File: config.mk
export PLATFORM = sky130hd
export DESIGN_NAME = linebuffer_window9
export DESIGN_NICKNAME = d
export VERILOG_FILES = /design/src/rtl/linebuffer_window9.sv
export SDC_FILE = /design/constraint.sdc
export NUM_CORES = 2
export LEC_CHECK = 0
export CAP_MARGIN = 20
export CELL_PAD_IN_SITES_DETAIL_PLACEMENT = 0
export CELL_PAD_IN_SITES_GLOBAL_PLACEMENT = 2
export CORE_AREA = 4 4 394 493
export CTS_CLUSTER_DIAMETER = 100
export CTS_CLUSTER_SIZE = 14
export DETAILED_ROUTE_END_ITERATION = 12
export DIE_AREA = 0 0 398 497
export HOLD_SLACK_MARGIN = 0.05
export PLACE_DENSITY_LB_ADDON = 0.05
export SETUP_SLACK_MARGIN = 0.2
export SYNTH_ARGS = -nofsm -noshare
export SYNTH_HDL_FRONTEND = slang
export SYNTH_SLANG_ARGS = --single-unit
File: constraint.sdc
create_clock -name clk -period 27.4 [get_ports clk]
set_input_delay 4.11 -clock clk [delete_from_list [all_inputs] [get_ports clk]]
set_output_delay 4.11 -clock clk [all_outputs]
set_load 0.03 [all_outputs]
File: src/rtl/linebuffer_window9.sv
// Raster-order line buffer and 9x9 sliding window feeding the inner-product stage.
// Eight column-indexed line buffers supply the upper rows; the incoming pixel completes the new right-hand column.
module linebuffer_window9 #(
  parameter int PIX_W = 7,
  parameter int K     = 9,
  parameter int IMG_W = 28,
  parameter int IMG_H = 28
) (
  input  logic                   clk,
  input  logic                   rst,
  input  logic                   in_valid,
  input  logic                   in_sof,
  input  logic [PIX_W-1:0]       in_pix,
  output logic [K*K*PIX_W-1:0]   win_flat,
  output logic                   win_valid,
  output logic                   frame_done
);

  localparam int CW  = $clog2(IMG_W);
  localparam int RW  = $clog2(IMG_H);
  localparam int NLB = K - 1;

  localparam logic [CW-1:0] COL_LAST = CW'(IMG_W - 1);
  localparam logic [RW-1:0] ROW_LAST = RW'(IMG_H - 1);
  localparam logic [CW-1:0] COL_KM1  = CW'(K - 1);
  localparam logic [RW-1:0] ROW_KM1  = RW'(K - 1);

  generate
    if (K != 9) begin : g_bad_k
      $error("linebuffer_window9: K must be 9");
    end
    if (IMG_W < K || IMG_H < K) begin : g_bad_img
      $error("linebuffer_window9: image must be at least K x K");
    end
  endgenerate

  logic [CW-1:0]    col_q, col_d;
  logic [RW-1:0]    row_q, row_d;
  logic             win_valid_q, win_valid_d;
  logic             frame_done_q, frame_done_d;
  logic [PIX_W-1:0] win_q [K][K];
  logic [PIX_W-1:0] win_d [K][K];

  logic             accept;
  logic [CW-1:0]    pos_c;
  logic [RW-1:0]    pos_r;
  logic             col_last;
  logic             row_last;

  logic [PIX_W-1:0] lb_mem [NLB][IMG_W];
  logic [PIX_W-1:0] lb_rd  [NLB];
  logic [PIX_W-1:0] col_in [K];

  // An in_sof pixel is forced to (0,0) so a mid-frame resync takes effect on this very accept.
  always_comb begin
    accept   = in_valid;
    pos_c    = in_sof ? '0 : col_q;
    pos_r    = in_sof ? '0 : row_q;
    col_last = (pos_c == COL_LAST);
    row_last = (pos_r == ROW_LAST);
    col_d    = col_q;
    row_d    = row_q;
    if (accept) begin
      if (col_last) begin
        col_d = '0;
        row_d = row_last ? '0 : pos_r + RW'(1);
      end else begin
        col_d = pos_c + CW'(1);
        row_d = pos_r;
      end
    end
    win_valid_d  = accept && (pos_r >= ROW_KM1) && (pos_c >= COL_KM1);
    frame_done_d = accept && col_last && row_last;
  end

  always_comb begin
    for (int b = 0; b < NLB; b++) begin
      lb_rd[b] = lb_mem[b][pos_c];
    end
  end

  // Line buffers carry no reset: stale contents never reach a window flagged valid.
  always_ff @(posedge clk) begin
    if (accept) begin
      lb_mem[0][pos_c] <= in_pix;
      for (int b = 1; b < NLB; b++) begin
        lb_mem[b][pos_c] <= lb_rd[b-1];
      end
    end
  end

  // New right column, top to bottom: oldest line buffer first, live pixel last.
  always_comb begin
    for (int i = 0; i < NLB; i++) begin
      col_in[i] = lb_rd[NLB-1-i];
    end
    col_in[K-1] = in_pix;
    win_d = win_q;
    if (accept) begin
      for (int i = 0; i < K; i++) begin
        for (int j = 0; j < K - 1; j++) begin
          win_d[i][j] = win_q[i][j+1];
        end
        win_d[i][K-1] = col_in[i];
      end
    end
  end

  always_ff @(posedge clk or posedge rst) begin
    if (rst) begin
      col_q        <= '0;
      row_q        <= '0;
      win_valid_q  <= 1'b0;
      frame_done_q <= 1'b0;
      for (int i = 0; i < K; i++) begin
        for (int j = 0; j < K; j++) begin
          win_q[i][j] <= '0;
        end
      end
    end else begin
      col_q        <= col_d;
      row_q        <= row_d;
      win_valid_q  <= win_valid_d;
      frame_done_q <= frame_done_d;
      for (int i = 0; i < K; i++) begin
        for (int j = 0; j < K; j++) begin
          win_q[i][j] <= win_d[i][j];
        end
      end
    end
  end

  genvar gi, gj;
  generate
    for (gi = 0; gi < K; gi++) begin : g_row
      for (gj = 0; gj < K; gj++) begin : g_col
        assign win_flat[(gi*K+gj)*PIX_W +: PIX_W] = win_q[gi][gj];
      end
    end
  endgenerate

  assign win_valid  = win_valid_q;
  assign frame_done = frame_done_q;

endmodule
* Word level (Yosys, flattened, before mapping) *
Memories as Yosys holds them, arrays and structs flattened.
Index checks and enable logic that the tools add are counted.
Widths: inputs -> output; s select.

operators by class
  $add $sub $neg = 2
  magnitude comparators = 4
  equal/unequal tests = 2
  muxes and demuxes = 33
  bitwise gates (word level) = 1
  reduce and logical (&&, ||, !) cells = 5

operators by type and width
  kind                 count
  $bmux 7 s5           8
  $mux 196             1
  $mux 7               17
  $demux 7 s5          1
  $mux 5               5
  $add 5x1->5 const B  2
  $eq 5x5->1 const B   2
  $ge 5x4->1 const B   2
  $ge 6x6->1 const B   1
  $lt 6x1->1 const B   1
  $not 5->6            1
  $logic_and 1x1->1    5
  $mux 1               1

storage, ports and cells
  register bits = 579
  RAM bits = 1568
  bits of input ports = 11
  word-level logic and storage cells = 133
  memories kept = 1

memories
  memory  words  width  read ports  clocked after memory_dff  write ports  RTL line  source
  lb_mem  8      196    8           0                         8            50        logic [PIX_W-1:0] lb_mem [NLB][IMG_W];

* Logic depth before layout (Yosys ltp) *
  word-level depth = 7
  depth in mapped cells = 11
  gate-level depth less buffers = 6

* Worst setup path before layout *
No wires, ideal clock.

  path type = input -> register
  start = input in_valid
  end = memory lb_mem[0][259] (netlist name) (enable)
  arrival = 9.187 ns
  required time = 26.862 ns
  slack = 17.674 ns
  cell stages on the path = 6
  cell sequence = buf_2 clkbuf_1 clkbuf_1 clkbuf_1 nand3_1 nor3_1

RTL lines
  what         RTL line  source
  from (decl)  11        input logic in_valid,
  to (decl)    50

==> summary.md <==
The run finished with clean final reports. The wire length of the first global-routing pass came out at 358 mm. Adding up every negative setup slack in the final design gives 0 ps. Buffers inserted during clock tree synthesis total 171. In the detailed route, the total length drawn on met2 is 124 mm. The largest driver fanout on the critical path is 40. The run gives 9.44 mW as the overall power. The number of placed instances, taps included, is 7,701. Walking the worst path, the cells encountered are buf_6 > buf_4 > buf_4 > o21bai_4 > buf_4 > buf_4 > a21o_1 > a311o_1 > or3_1. In this run the tightest slew margin relative to its limit is 12.2%.

In the synthesized netlist, the number of instances is 4,739. Share of post-route cells with drive strength above 1: 19.1%. The logs give 3,596 for the violation count after the first detailed-route iteration and 0 for the aggregate global routing overflow.

The remaining antenna violation count was 0. Clock-pin slew was measured on the worst setup and hold paths at 60 ps. The internal portion of the total power is 6.33 mW.

Clock latency on the worst-skew pair, taken at its later pin, is 820 ps. The HPWL after detailed placement is 151 mm. Clock tree synthesis selected as its root buffer the cell sky130_fd_sc_hd__clkbuf_16. During synthesis, Yosys emitted a total of 0 warnings.

The tools report the final count of pins violating max slew as 0. Pin placement for this block handled 580 I/O pins. The pre-CTS worst setup slack was 18,660 ps. Die span in x: 398 microns. Setup repair after global routing left no endpoint under its margin.

The area of the placeable core was 0.190 sq mm; the floorplan row count was 179. The total power density per cell area is 97.0 mW/mm^2. The final setup slack of the worst path came out at 19,520 ps.

The analysis attributes to cell leakage a power of 35.0 nW. STA puts the critical path data required time at 27,860 ps. The top metal layer carrying routed signals was met4. The logs give 8340 ps for the data arrival time of the critical path and 0 for the post-route DRC violation count. The largest stage delay on the critical path came out at 830 ps.

Counting flops and latches in the post-synthesis netlist gives 2,147. The number of setup buffers added after CTS is 0. The run gives 0 as the number of violations of the max-capacitance limit. The worst setup path is launched from an input port. The wire length on met3 was 15.0 mm; the maximum resistive drop on vdd was 61.8 uV. Achievable frequency: 127 MHz. The clock passes through at most 3 buffers. The tools report the proportion of synthesized chip area in sequential cells as 74.3%. The mapped netlist covers 0.0829 sq mm. The tools report the overall routing resource usage as 25.0%.

For this design, the slowest cell found on the critical path is sky130_fd_sc_hd__or3_1. The maximum number of pins on one net before global-route repair was 150. At the end of routability-driven placement, the weighted congestion stood at 0.794. The first TritonRoute pass finished after 7 iterations. Synthesis produced a netlist with a net count of 4,753.

Type of the worst setup path: input port to flip-flop. The met1 wire length was 107 mm; the number of flops mapped to enable cells by yosys was 1,568. The cell with the most instances on the worst path is sky130_fd_sc_hd__buf_4.

The initial antenna violation count was 1. The tools report the power share of the clock group as 24.8%. The clock drives 2,147 sinks. Leaving out filler cells and counting taps, the final layout contains 7,998. The H-tree depth reported by CTS is 4, and the net load switching power is 3.11 mW. Primary flip-flop cell chosen by synthesis mapping: sky130_fd_sc_hd__edfxtp_1. In this run, the combinational gates consume 28.6% of the power. TritonCTS built the clock tree. The detail-routed via count per cell is 5.81, and the total wirelength of the detailed-routed design is 253 mm.

For this design, the CTS-stage hold fixing added 0 buffers. The number of endpoints failing setup at the final stage was 0. The routed length per placed instance is 31.6 microns, and the minimum period implied by the final worst setup slack is 7880 ps. Counting flops with an async set or reset pin after synthesis yields a share of 27.0%.

The tools report the initial core utilization as 43.7%. The tools report the number of global-route vias before repair as 46,400. The most common library cell in the layout ignoring fill and taps was sky130_fd_sc_hd__edfxtp_1. Clock skew on the completed layout was measured at 27.9 ps. After the last flow step, the layout net total stands at 5,362. The die is 497 microns tall.

The tools report the via total after detailed routing as 46,500. Port buffer count: 579. The number of different library cells used by synthesis comes to 65. The path class of the tightest hold or removal check is flip-flop to flip-flop.

In the layout the commonest cells are 1,568 x sky130_fd_sc_hd__edfxtp_1, 577 x sky130_fd_sc_hd__clkdlybuf4s50_1, 576 x sky130_fd_sc_hd__mux2_2, 576 x sky130_fd_sc_hd__dfrtp_1, 457 x sky130_fd_sc_hd__mux2i_1. Each instance of the synthesized netlist takes up on average 17.5 sq um. The run gives 0 as the number of endpoints with negative hold slack in the final report.

Of the total power, registers draw 46.7%. The die covers 0.198 sq mm. The worst setup path is captured at a flip-flop.

The slew of the pin with the lowest slew margin is 1320 ps, and the share of the cycle needed by the critical path after routing is 28.8%. Once the clock tree was built, the resizer swapped 0 gates to a different size. The area added between synthesis and finish is 17.3%, and the switching part of the total is 32.9%.
registers in the layout (all words and copies together) (netlist names):
register and cells:
win_flat 567, frame_done 1, lb_mem 1568, win_valid 1
col_q 5, row_q 5
power groups by stage:
stage / Combinational (mW) / Clock, mW / Sequential, mW
floorplan: 0.787 / 0 / 5.07
global placement: 2.69 / 0 / 4.47
detailed placement: 2.71 / 0 / 4.49
CTS: 2.72 / 2.40 / 4.42
global route: 2.82 / 2.53 / 4.46
finish: 2.70 / 2.34 / 4.41
per-layer routing:
layer / vias to the layer above / track usage (%)
li1: 19900 / -
met3: 312 / 4.01
met5: - / 0
met4: 0 / 6.75
met2: 1557 / 41.7
met1: 24700 / 34.2
worst max-delay path, delay by kind of cell:
family	cells	cell delay (ps)
compound gates	3	750
buf+inv	5	2510
simple gates	1	830
Yosys cell counts (all sizes together), types with 3 or more instances:
master   number  share of area (%)
a21o         23               0.21
clkbuf      140               0.64
a41oi        26               0.27
o221ai       22               0.23
a32o          7              0.085
mux2i       457                5.5
nor3          8              0.060
o21ai        33               0.20
a22oi       126                1.1
mux2        576                7.8
edfxtp     1568                 57
o22ai         9              0.068
a21oi       109               0.66
mux4         20               0.54
nand3        73               0.44
nor2b        22               0.17
and2          3              0.023
a211o        31               0.33
a211oi       37               0.33
a22o         25               0.26
inv          31               0.14
buf         173                1.4
a221o        41               0.49
nand3b       25               0.23
o211ai       81               0.73
a32oi        48               0.51
a2bb2oi      25               0.26
ha            3              0.045
nor2         88               0.41
nand2b        8              0.060
a311oi       32               0.34
a221oi       71               0.75
or3           3              0.023
a31oi         8              0.060
o2bb2ai      28               0.30
dfrtp       579                 17
nand2       153               0.69
per-stage QoR:
stage / cell area [sq um] / hold WS (ps) / util (%)
floorplan: 82900 / 486 / -
CTS: 97100 / 509 / 51.2
global placement: 91900 / 488 / 48.4
detailed placement: 92100 / 495 / 48.6
global route: 97300 / 515 / 51.3
finish: 97300 / 505 / 51.3
cells by family (layout without fill, tap and decap cells):
| group | Yosys count | after routing | synth area share [%] |
|---|---|---|---|
| compound gates | 794 | 794 | 7.37 |
| fa+ha+maj | 3 | 3 | 0.0453 |
| buf+inv | 346 | 1070 | 2.21 |
| flops | 2147 | 2147 | 74.3 |
| mux | 1053 | 1053 | 13.9 |
| other cells | 0 | 1 | 0 |
| simple gates | 396 | 396 | 2.24 |
worst paths after layout:
kind	start	to	slack (ps)	cells past startpoint
setup / recovery	in_sof	lb_mem[1][533]$_DFFE_PP_	19520	9
hold / removal	win_flat[131]$_DFFE_PP0P_	win_flat[131]$_DFFE_PP0P_	510	1
setup reg to reg	col_q[0]$_DFFE_PP0P_	lb_mem[0][647]$_DFFE_PP_	19850	10
hold reg to reg	win_flat[131]$_DFFE_PP0P_	win_flat[131]$_DFFE_PP0P_	510	1
max in group asynchronous	rst	win_flat[323]$_DFFE_PP0P_	21180	4
min in group asynchronous	rst	win_flat[442]$_DFFE_PP0P_	3820	2
area by class of cell:
type | instances | area, sq um
Tap cell | 2534 | 3170
Antenna cell | 1 | 2.50
Timing Repair Buffer | 749 | 7440
Clock buffer | 281 | 4880
Multi-Input combinational cell | 2246 | 20000
Fill cell | 15600 | 92400
Sequential cell | 2147 | 61600
Inverter | 33 | 134
Clock inverter | 7 | 71.3
Power figures use the tool's default switching activity.
